### src/rtl/multicycle_ctrl_pkg.sv
// Shared types and constants for the multicycle control unit.
// States, instruction classes, opcodes and immediate selects.
package multicycle_ctrl_pkg;

  typedef enum logic [2:0] {
    ST_FETCH,
    ST_DECODE,
    ST_EXEC,
    ST_MEM,
    ST_WB
  } state_e;

  typedef enum logic [2:0] {
    CLS_R,
    CLS_IALU,
    CLS_LOAD,
    CLS_STORE,
    CLS_BRANCH,
    CLS_ILL
  } cls_e;

  localparam logic [6:0] OP_R      = 7'b0110011;
  localparam logic [6:0] OP_IALU   = 7'b0010011;
  localparam logic [6:0] OP_LOAD   = 7'b0000011;
  localparam logic [6:0] OP_STORE  = 7'b0100011;
  localparam logic [6:0] OP_BRANCH = 7'b1100011;

  localparam logic [1:0] IMM_I = 2'b00;
  localparam logic [1:0] IMM_S = 2'b01;
  localparam logic [1:0] IMM_B = 2'b10;

  function automatic logic [1:0] imm_of(cls_e c);
    logic [1:0] r;
    r = IMM_I;
    if (c == CLS_STORE) r = IMM_S;
    if (c == CLS_BRANCH) r = IMM_B;
    return r;
  endfunction

  function automatic logic alu_imm(cls_e c);
    return (c == CLS_IALU) || (c == CLS_LOAD) ||
           (c == CLS_STORE);
  endfunction

endpackage

### src/rtl/multicycle_ctrl_opcode_class.sv
// Combinational opcode classifier for the multicycle controller.
// Unknown opcodes map to CLS_ILL with illegal raised.
module multicycle_ctrl_opcode_class
  import multicycle_ctrl_pkg::*;
(
  input  logic [6:0] op,
  output logic [2:0] cls,
  output logic       illegal
);

  cls_e c;

  always_comb begin
    c = CLS_ILL;
    unique case (1'b1)
      (op == OP_R):      c = CLS_R;
      (op == OP_IALU):   c = CLS_IALU;
      (op == OP_LOAD):   c = CLS_LOAD;
      (op == OP_STORE):  c = CLS_STORE;
      (op == OP_BRANCH): c = CLS_BRANCH;
      default:           c = CLS_ILL;
    endcase
  end

  assign cls     = c;
  assign illegal = (c == CLS_ILL);

endmodule

### src/rtl/multicycle_ctrl.sv
// Multicycle RV32 control FSM: FETCH/DECODE/EXEC/MEM/WB.
// Drives datapath strobes and counts retired instructions.
module multicycle_ctrl
  import multicycle_ctrl_pkg::*;
#(
  parameter int CNT_W = 32
) (
  input  logic             clk,
  input  logic             rst_n,
  input  logic [31:0]      instr,
  input  logic             imem_ack,
  input  logic             dmem_ack,
  input  logic             br_taken,
  output logic             imem_req,
  output logic             dmem_req,
  output logic             dmem_we,
  output logic             ir_write,
  output logic             pc_write,
  output logic             pc_src,
  output logic [1:0]       imm_sel,
  output logic             alu_src,
  output logic             reg_write,
  output logic             mem_to_reg,
  output logic             illegal,
  output logic [CNT_W-1:0] instret
);

  localparam logic [CNT_W-1:0] ONE = {{(CNT_W-1){1'b0}}, 1'b1};

  state_e           state_q, state_d;
  cls_e             cls_q, cls_d;
  logic [6:0]       opcode_q, opcode_d;
  logic [1:0]       imm_sel_q, imm_sel_d;
  logic [CNT_W-1:0] instret_q, instret_d;
  logic [2:0]       dec_cls_raw;
  cls_e             dec_cls;
  logic             dec_ill;
  logic             retire;
  logic             unused_instr;

  assign unused_instr = ^instr[31:7];

  multicycle_ctrl_opcode_class u_cls (
    .op      (opcode_q),
    .cls     (dec_cls_raw),
    .illegal (dec_ill)
  );

  assign dec_cls = cls_e'(dec_cls_raw);

  always_ff @(posedge clk or negedge rst_n) begin
    if (!rst_n) begin
      state_q   <= ST_FETCH;
      cls_q     <= CLS_R;
      opcode_q  <= '0;
      imm_sel_q <= IMM_I;
      instret_q <= '0;
    end else begin
      state_q   <= state_d;
      cls_q     <= cls_d;
      opcode_q  <= opcode_d;
      imm_sel_q <= imm_sel_d;
      instret_q <= instret_d;
    end
  end

  always_comb begin
    state_d   = state_q;
    cls_d     = cls_q;
    opcode_d  = opcode_q;
    imm_sel_d = imm_sel_q;
    retire    = 1'b0;
    unique case (state_q)
      ST_FETCH: begin
        if (imem_ack) begin
          opcode_d = instr[6:0];
          state_d  = ST_DECODE;
        end
      end
      ST_DECODE: begin
        cls_d = dec_cls;
        if (dec_ill) begin
          state_d = ST_FETCH;
        end else begin
          imm_sel_d = imm_of(dec_cls);
          state_d   = ST_EXEC;
        end
      end
      ST_EXEC: begin
        if (cls_q == CLS_BRANCH) begin
          retire  = 1'b1;
          state_d = ST_FETCH;
        end else if (cls_q == CLS_LOAD ||
                     cls_q == CLS_STORE) begin
          state_d = ST_MEM;
        end else begin
          state_d = ST_WB;
        end
      end
      ST_MEM: begin
        if (dmem_ack) begin
          if (cls_q == CLS_STORE) begin
            retire  = 1'b1;
            state_d = ST_FETCH;
          end else begin
            state_d = ST_WB;
          end
        end
      end
      ST_WB: begin
        retire  = 1'b1;
        state_d = ST_FETCH;
      end
      default: state_d = ST_FETCH;
    endcase
    instret_d = retire ? instret_q + ONE : instret_q;
  end

  // Outputs are forced low while reset is held, not just after the edge.
  always_comb begin
    imem_req   = 1'b0;
    dmem_req   = 1'b0;
    dmem_we    = 1'b0;
    ir_write   = 1'b0;
    pc_write   = 1'b0;
    pc_src     = 1'b0;
    alu_src    = 1'b0;
    reg_write  = 1'b0;
    mem_to_reg = 1'b0;
    illegal    = 1'b0;
    if (rst_n) begin
      unique case (state_q)
        ST_FETCH: begin
          imem_req = 1'b1;
          ir_write = imem_ack;
          pc_write = imem_ack;
        end
        ST_DECODE: illegal = dec_ill;
        ST_EXEC: begin
          alu_src = alu_imm(cls_q);
          if (cls_q == CLS_BRANCH) begin
            pc_write = br_taken;
            pc_src   = 1'b1;
          end
        end
        ST_MEM: begin
          alu_src  = alu_imm(cls_q);
          dmem_req = 1'b1;
          dmem_we  = (cls_q == CLS_STORE);
        end
        ST_WB: begin
          alu_src    = alu_imm(cls_q);
          reg_write  = 1'b1;
          mem_to_reg = (cls_q == CLS_LOAD);
        end
        default: ;
      endcase
    end
  end

  assign imm_sel = imm_sel_q;
  assign instret = instret_q;

endmodule

### config.mk
export PLATFORM = sky130hd
export DESIGN_NAME = multicycle_ctrl
export DESIGN_NICKNAME = d
export VERILOG_FILES = /design/src/rtl/multicycle_ctrl_pkg.sv /design/src/rtl/multicycle_ctrl_opcode_class.sv /design/src/rtl/multicycle_ctrl.sv
export SDC_FILE = /design/constraint.sdc
export NUM_CORES = 1
export LEC_CHECK = 0
export CORE_MARGIN = 10
export CORE_UTILIZATION = 45
export DETAILED_ROUTE_END_ITERATION = 10
export PLACE_DENSITY = 0.89
export SLEW_MARGIN = 25
export SYNTH_ARGS = -nofsm -noshare
export SYNTH_HDL_FRONTEND = slang
export SYNTH_HIERARCHICAL = 1
export SYNTH_SLANG_ARGS = --single-unit
### constraint.sdc
create_clock -name clk -period 2.2 [get_ports clk]
set_input_delay 0.66 -clock clk [delete_from_list [all_inputs] [get_ports clk]]
set_output_delay 0.66 -clock clk [all_outputs]
set_load 0.01 [all_outputs]
==> results_dict.tcl <==
set metrics [dict create \
    wire_per_inst_um 14.6 \
    routabilityCongestion 0.821 \
    peakVddDrop_v 0.000487 \
    final_cells 369 \
    path_max_fanout 3 \
    initial_utilization_pct 46.3 \
    crit_type "reg2out" \
    synth_nets 258 \
    fillCellCount 421 \
    antenna_found_initial 0 \
    cp-end-kind "output port" \
    die_h_um 92.5 \
    setup_viol 0 \
    slew_headroom_pct 70.8 \
    cts_made_buffers 5 \
    clk_pin_slew_ns 0.08 \
    tns_ns 0 \
    antennaDiodeCount 0 \
    cts_tree "yes" \
    start_kind "flip-flop" \
    rsz0062_at_grt "yes" \
    syn_area_um2 2360 \
    skew_ns 0.00482 \
    hp-class "in2async" \
    synth_top_area_share_pct 49.8 \
    layout.nets 336 \
    async_reset_ff_share_pct 100 \
    via_per_inst 5.23 \
    first_pass_iters 4 \
    tightestPinTransition_ns 0.436 \
    clkSinkCount 47 \
    antenna_left 0 \
    grt_overflow_total 0 \
    placed_cells 358 \
    clockBufferDepth 2 \
    yosys_warnings 6 \
    yosysUniqueCellTypes 41 \
    rows 26 \
    drive_gt1_share_pct 21.7 \
    pin_count 81 \
    num_vias 1929 \
    drc 0 \
    yosysTopAreaCell "dfrtp_1" \
    clock_latency_ns 0.29 \
    finalCriticalPeriod_ns 2.16 \
    area_growth_syn_to_layout_pct 38.0 \
    drv_slew 0 \
    r2r_slack_ns 0.09 \
    ys_seq_area_share_pct 49.8 \
    die_area_um2 8550 \
    wl_um 5400 \
    max_cap_violations 0 \
    fin_crit_sh_pct 98.3 \
    leakage_nw 1.48 \
    grt_pass1_wl_um 9260 \
    worstPathArrival_ns 1.50 \
    synth.avg_cell_area_um2 10.7 \
    netlist_instances 220 \
    required_ns 1.54 \
    grt_max_degree 28 \
    grtUsageTotal_pct 13.0 \
    die_x_um 92.5 \
    dp_hpwl_um 4150 \
    synth-seq-cells 47 \
    cts_root_buf "clkbuf_8" \
    grt_pass1_vias 1985 \
    ys.flop_type "dfrtp_1" \
    synth_area_leaders "dfrtp_1 50%, xor2_1 6.7%, xnor2_1 5.2%, nand2_1 4.1%, nand4_1 3.2%" \
    p_total_mw 1.92 \
    port_buffers 55 \
    status "finished clean" \
    synth_edf_count 0 \
    holdWs_ns 0.343 \
    drtIter0Drc 100 \
    hold_viol 0 \
    fmax_mhz 462 \
    htreeDepth 2 \
    fin_util_pct 63.8 \
    coreArea_um2 5110 \
    power.density_nw_per_um2 588 \
]
==> worst paths after layout <==
path | startpoint | cells past startpoint | endpoint
max in group asynchronous | rst_n | 3 | imm_sel[0]
min | rst_n | 2 | state_q[2]
max | state_q[2] | 5 | alu_src
max reg2reg | state_q[2] | 9 | instret[26]
min reg2reg | instret[31] | 1 | instret[31]
min in group clk | instret[31] | 1 | instret[31]
==> layer usage <==
layer,part of all wire (%),GRT usage (%)
met1,41,14.5
met2,50,22.0
met3,6.4,4.04
met4,1.9,6.17
met5,0,0
==> worst max-delay path, stage by stage, from the launching register on <==
cell and delay (ns):
dfrtp_1 0.43, nor3b_4 0.21, buf_4 0.14, nor2_2 0.04, nor4b_2 0.22, buf_2 0.16
==> placed cells by master, fill, tap and decap left out, types with 2 or more instances in the layout <==
| cell | n |
|---|---|
| a21oi_1 | 2 |
| and2_1 | 2 |
| and3_1 | 5 |
| and4_1 | 3 |
| buf_2 | 4 |
| buf_4 | 22 |
| clkbuf_2 | 3 |
| clkbuf_8 | 5 |
| clkdlybuf4s50_1 | 43 |
| dfrtp_1 | 46 |
| dlygate4sd2_1 | 3 |
| inv_1 | 3 |
| mux2_1 | 6 |
| nand2_1 | 26 |
| nand2b_1 | 3 |
| nand3_1 | 10 |
| nand4_1 | 12 |
| nor2_1 | 12 |
| nor2b_1 | 2 |
| nor3_1 | 8 |
| nor3_2 | 5 |
| nor3b_2 | 3 |
| nor3b_4 | 2 |
| nor4_2 | 4 |
| o21ai_0 | 6 |
| xnor2_1 | 14 |
| xor2_1 | 18 |
==> cell usage after synthesis (2+ instances only) <==
cell      number
dfrtp_1       47
nand2_1       26
xor2_1        18
xnor2_1       14
nor2_1        13
nand4_1       12
nand3_1       10
nor3_1         8
mux2_1         6
o21ai_0        6
and3_1         5
nor3_2         5
buf_2          4
nor4_2         4
a21oi_1        3
and4_1         3
inv_1          3
nand2b_1       3
nor2b_1        3
nor3b_1        3
and2_1         2
nor3b_2        2
nor4b_1        2
==> cell type report <==
class                   count  area, µm²  share of cell area, %
multi-input cells         164       1190                   36.5
flip-flops and latches     47       1180                   36.1
repair buffers             77        681                   20.9
well taps                  70       87.6                   2.69
clock buffers               5       68.8                   2.11
clock inverters             3       43.8                   1.34
inverters                   3       11.3                  0.345
==> through the flow <==
stage | setup slack [ns] | instance area [µm²]
2_1_floorplan | 0.221 | 2360
3_3_place_gp | -0.372 | 3100
3_5_place_dp | -0.371 | 3100
4_1_cts | 0.00643 | 3240
5_1_grt | -0.0436 | 3260
6_report | 0.0365 | 3260
==> report_power, final <==
part | switching [mW] | internal [mW] | total, mW
combinational | 0.137 | 0.158 | 0.295
sequential | 0.0805 | 0.923 | 1.00
clock | 0.281 | 0.338 | 0.619
total | 0.499 | 1.42 | 1.92
==> registers in the layout, indices dropped and copies added (netlist names) <==
register  flops
instret      32
opcode_q      7
cls_q         3
state_q       3
imm_sel       2
==> kinds of logic (layout without fill, tap and decap cells) <==
family | after synthesis | after routing | synth area share, %
and+or+nand+nor | 108 | 108 | 27.2
xor gates and xnor gates | 32 | 32 | 11.9
muxes | 8 | 8 | 3.97
adders and majority gates | 1 | 1 | 0.530
buffers and inverters | 9 | 88 | 1.96
AOI/OAI and AO/OA | 15 | 15 | 4.71
DFF | 47 | 47 | 49.8
==> what timing repair did <==
| item | 4_1_cts | 5_1_grt |
|---|---|---|
| endpoints found under the setup margin | 10 | 8 |
| hold buffers | 0 | 0 |
| setup buffers | 2 | 1 |
| pin swaps | 1 | 2 |
| endpoints found under the hold margin | 0 | 0 |
| gates resized for setup | 26 | 15 |
No activity file was read; power rests on OpenSTA's default activity.
